--- config.mk ---
export PLATFORM = sky130hd
export DESIGN_NAME = priority_drain_sequencer
export DESIGN_NICKNAME = d
export VERILOG_FILES = /design/src/rtl/priority_drain_sequencer.sv
export SDC_FILE = /design/constraint.sdc
export NUM_CORES = 1
export LEC_CHECK = 0
export CORE_MARGIN = 2
export CORE_UTILIZATION = 45
export DETAILED_ROUTE_END_ITERATION = 16
export GPL_TIMING_DRIVEN = 0
export PLACE_DENSITY = 0.83
export SYNTH_ARGS = -nofsm -noshare
export SYNTH_HDL_FRONTEND = slang
export SYNTH_SLANG_ARGS = --single-unit
--- constraint.sdc ---
create_clock -name clk -period 2.6 [get_ports clk]
set_clock_uncertainty 0.15 [all_clocks]
set_input_delay 0.52 -clock clk [delete_from_list [all_inputs] [get_ports clk]]
set_output_delay 0.52 -clock clk [all_outputs]
set_load 0.1 [all_outputs]
--- src/rtl/priority_drain_sequencer.sv ---
// Captures one W-bit request word and drains its set bits as an index stream, highest bit first.
// Optional macro PRIORITY_DRAIN_EMPTY_BEAT_EN adds a single marker beat for an all-zero word.
module priority_drain_sequencer #(
    parameter  int W  = 8,
    localparam int IW = $clog2(W)
) (
    input  logic          clk,
    input  logic          reset,
    input  logic          in_valid,
    output logic          in_ready,
    input  logic [W-1:0]  in_req,
    output logic          out_valid,
    input  logic          out_ready,
    output logic [IW-1:0] out_idx,
    output logic          out_last,
    output logic [IW:0]   out_seq,
    output logic          out_none
);

`ifdef PRIORITY_DRAIN_EMPTY_BEAT_EN
    typedef enum logic [1:0] {IDLE, SERVE, EMPTY} state_t;
`else
    typedef enum logic [0:0] {IDLE, SERVE} state_t;
`endif

    state_t        state_q, state_d;
    logic [W-1:0]  pend_q, pend_d;
    logic [IW:0]   seq_q, seq_d;
    logic [IW-1:0] top_idx;
    logic          top_only;

    // Later iterations win, so the highest set bit ends up in top_idx.
    always_comb begin
        top_idx = '0;
        for (int i = 0; i < W; i++) begin
            if (pend_q[i]) top_idx = IW'(i);
        end
    end

    assign top_only = (pend_q != '0) && ((pend_q & (pend_q - W'(1))) == '0);

    always_comb begin
        // NOTE: every next-state signal gets a default first so no path leaves it unassigned (no latch).
        state_d = state_q;
        pend_d  = pend_q;
        seq_d   = seq_q;
        case (state_q)
            IDLE: begin
                if (in_valid) begin
                    pend_d = in_req;
                    seq_d  = '0;
                    if (in_req != '0) state_d = SERVE;
`ifdef PRIORITY_DRAIN_EMPTY_BEAT_EN
                    else state_d = EMPTY;
`endif
                end
            end
            SERVE: begin
                if (out_ready) begin
                    pend_d[top_idx] = 1'b0;
                    seq_d           = seq_q + (IW+1)'(1);
                    if (top_only) state_d = IDLE;
                end
            end
`ifdef PRIORITY_DRAIN_EMPTY_BEAT_EN
            EMPTY: begin
                if (out_ready) state_d = IDLE;
            end
`endif
            default: state_d = IDLE;
        endcase
    end

    // NOTE: sequential state uses non-blocking assignments only; reset is synchronous.
    always_ff @(posedge clk) begin
        if (reset) begin
            state_q <= IDLE;
            pend_q  <= '0;
            seq_q   <= '0;
        end else begin
            state_q <= state_d;
            pend_q  <= pend_d;
            seq_q   <= seq_d;
        end
    end

    assign in_ready  = (state_q == IDLE) && !reset;
    assign out_valid = (state_q != IDLE);
    assign out_idx   = (state_q == SERVE) ? top_idx : '0;
    assign out_seq   = (state_q == SERVE) ? seq_q : '0;

`ifdef PRIORITY_DRAIN_EMPTY_BEAT_EN
    assign out_none  = (state_q == EMPTY);
`else
    assign out_none  = 1'b0;
`endif

    assign out_last  = (state_q == SERVE) ? top_only : out_none;

endmodule
==> out/metrics.cfg <==
[clock_network]
ctsHtreeMaxLevel = 1
cts_tree = built
cts-root-buf = clkbuf_4
cts_buffers = 3
cts.sinks = 13
cts.clk_slew.worst_paths_ns = 0.08
insertion_delay_ns = 0.28
clockBufferDepth = 2

[yosys]
synth_nets = 120
yosys.cell_types.count = 39
yosysSeqAreaShare_pct = 31.4
yosys.area.top_type = dfxtp_1
syn_inst = 107
ys_seq_elements = 13
synth_top_area_share_pct = 31.4
syn_area_um2 = 828
ys_warn_count = 0
avgSynthCellArea_um2 = 7.74
async_flop_share_pct = 0
synth_area_leaders = dfxtp_1, a21oi_1, mux2i_1, nor2_1, nand2_1
synth_ff_type = dfxtp_1
synth-edff-count = 0

[global_route]
grt_pass1_vias = 789
grt_usage_pct = 22.0
antenna_found_initial = 0
grt_pass1_wl_um = 3400
grt_max_degree = 15
overflow = 0

[sta]
max_slew_margin_pct = 35.7
slew_violations = 0
tightest_slew_ns = 0.961
setup_violations = 0
final_hold_viol_count = 0
layout_worst_path_cycle_share_pct = 98.3
tns_ns = 0
max_freq_mhz = 391
min_period_ns = 2.56

[critical_path]
worstPathArrival_ns = 1.89
path_class = reg2out
crit_fanout = 9
crit_end = out_last
path_cells = o21ai_1, or4b_4, a22oi_2, and3_4, buf_12
slowest_stage = or4b_4
ff2ff_setup_slack_ns = 0.78
r2r_end = out_valid$_SDFF_PP0_
timing.rr.start = pend_q[4]$_SDFFE_PP0P_
cp_slowest_stage_delay_ns = 0.47
cpLargestDelayFamily = simple AND/OR/NAND/NOR gates
startpoint_type = flip-flop
cp_num_cells = 5
cp-startpoint = pend_q[6]$_SDFFE_PP0P_
worstRegToRegCells = 5
crit_buf_inv = 1
crit_required_ns = 1.93
critPathCaptureType = output port

[route]
avgRoutedWirePerCell_um = 14.5
route.detailed.drc = 0
num_vias = 905
wirelength_um = 2220
drt-initial-drc-count = 16
viasPerCell = 5.92
drt_pass1_iterations = 4
drtAntennaViolNets = 0

[die]
dieWidth_um = 46.9
start_util_pct = 48.0
pin_count = 23
core_area_um2 = 1730
die_height_um = 46.9
die-area_um2 = 2200
rows = 15

[placed_design]
place_congestion = 0.812
port_buffers = 21
hpwl_um = 1590

[layout]
final_common_cell = clkdlybuf4s50_1
area_delta_synth_final_pct = 30.4
nNetsFinal = 142
fillers = 159
diodes = 0
mostFrequentLayoutCells = clkdlybuf4s50_1, buf_2, a21oi_1
drive_gt1_share_pct = 26.6

[power]
power_uw = 587
power.density_nw_per_um2 = 544
leakagePower_nw = 0.426
peakVddDrop_mv = 0.327

[status]
status = complete, no violations

[worst_hold_path]
hold_class = reg2reg

[job]
drv_cap = 0

-- Yosys cell counts (2+ instances only) --
master and count:
dfxtp_1 13, a21oi_1 10, nor2_1 10, nand2_1 9, nand3_1 6, nor3_1 5
and2_1 4, buf_2 4, mux2i_1 4, nor2b_1 4, clkbuf_1 3, nor4_1 3
a22oi_1 2, buf_6 2, o211ai_1 2, o21ai_0 2, or3_1 2
-- worst min-delay path by stage --
stage,end,startpoint,cells past startpoint
3_3_place_gp,seq_q[3]$_SDFFE_PP0P_,seq_q[3]$_SDFFE_PP0P_,2
6_report,pend_q[2]$_SDFFE_PP0P_,pend_q[2]$_SDFFE_PP0P_,1
4_1_cts,seq_q[3]$_SDFFE_PP0P_,seq_q[3]$_SDFFE_PP0P_,2
5_1_grt,pend_q[2]$_SDFFE_PP0P_,pend_q[2]$_SDFFE_PP0P_,1
2_1_floorplan,seq_q[3]$_SDFFE_PP0P_,seq_q[3]$_SDFFE_PP0P_,2
3_5_place_dp,seq_q[3]$_SDFFE_PP0P_,seq_q[3]$_SDFFE_PP0P_,2
-- kinds of logic after synthesis --
logic type	Yosys count	share of synthesized area [%]
simple gates	48	30.2
compound gates	29	23.7
flops	13	31.4
buf+inv	11	7.85
mux	4	4.83
fa+ha+maj	1	1.51
other cells	1	0.453
-- area by class of cell --
class / instances / area, um^2 / area share, %
buffer: 5 / 26.3 / 2.43
clock buffer: 4 / 26.3 / 2.43
multi-input combinational: 83 / 537 / 49.7
inverter: 1 / 3.75 / 0.348
timing repair buffer: 22 / 188 / 17.4
sequential: 13 / 268 / 24.8
tap: 25 / 31.3 / 2.90
-- per-layer routing --
layer | wire length [um] | global-route usage, %
met1 | 929 | 26.5
met2 | 1150 | 38.4
met3 | 98 | 2.69
met4 | 36 | 11.1
met5 | 0 | 0
-- state kept, by name (all words and copies together), names as in the netlist --
register,cells
pend_q,8
out_valid,1
seq_q,4
-- power breakdown --
| group | switching, mW | total [mW] | leakage [nW] | internal [mW] |
|---|---|---|---|---|
| registers | 0.0173 | 0.228 | 0.108 | 0.211 |
| logic | 0.149 | 0.232 | 0.303 | 0.0822 |
| clock network | 0.0682 | 0.128 | 0.0150 | 0.0595 |
| total | 0.235 | 0.587 | 0.426 | 0.352 |
-- worst register-to-register path: stages, from the launching register on --
cell and delay (ns):
dfxtp_1 0.39, nor4_2 0.54, a21o_1 0.20, a22oi_2 0.07, buf_4 0.14, a311oi_1 0.23
-- repair_timing --
action,4_1_cts,5_1_grt
pin swaps,0,2
hold buffers,0,0
endpoints found under the setup margin,9,7
resized for setup,49,8
endpoints found under the hold margin,0,0
setup buffers,0,1
-- stage by stage --
step | instance area, um^2 | hold WS, ns | setup WS (ns) | instances | utilization (%)
3_5_place_dp | 1090 | 0.355 | -0.644 | 153 | 63.0
3_3_place_gp | 1090 | 0.352 | -0.619 | 153 | 63.0
2_1_floorplan | 847 | 0.330 | 0.153 | 107 | -
4_1_cts | 1080 | 0.369 | 0.00209 | 156 | 62.6
5_1_grt | 1080 | 0.396 | -0.0319 | 153 | 62.5
6_report | 1080 | 0.363 | 0.0438 | 153 | 62.5
Note: power is estimated with default switching activity, not from simulation.
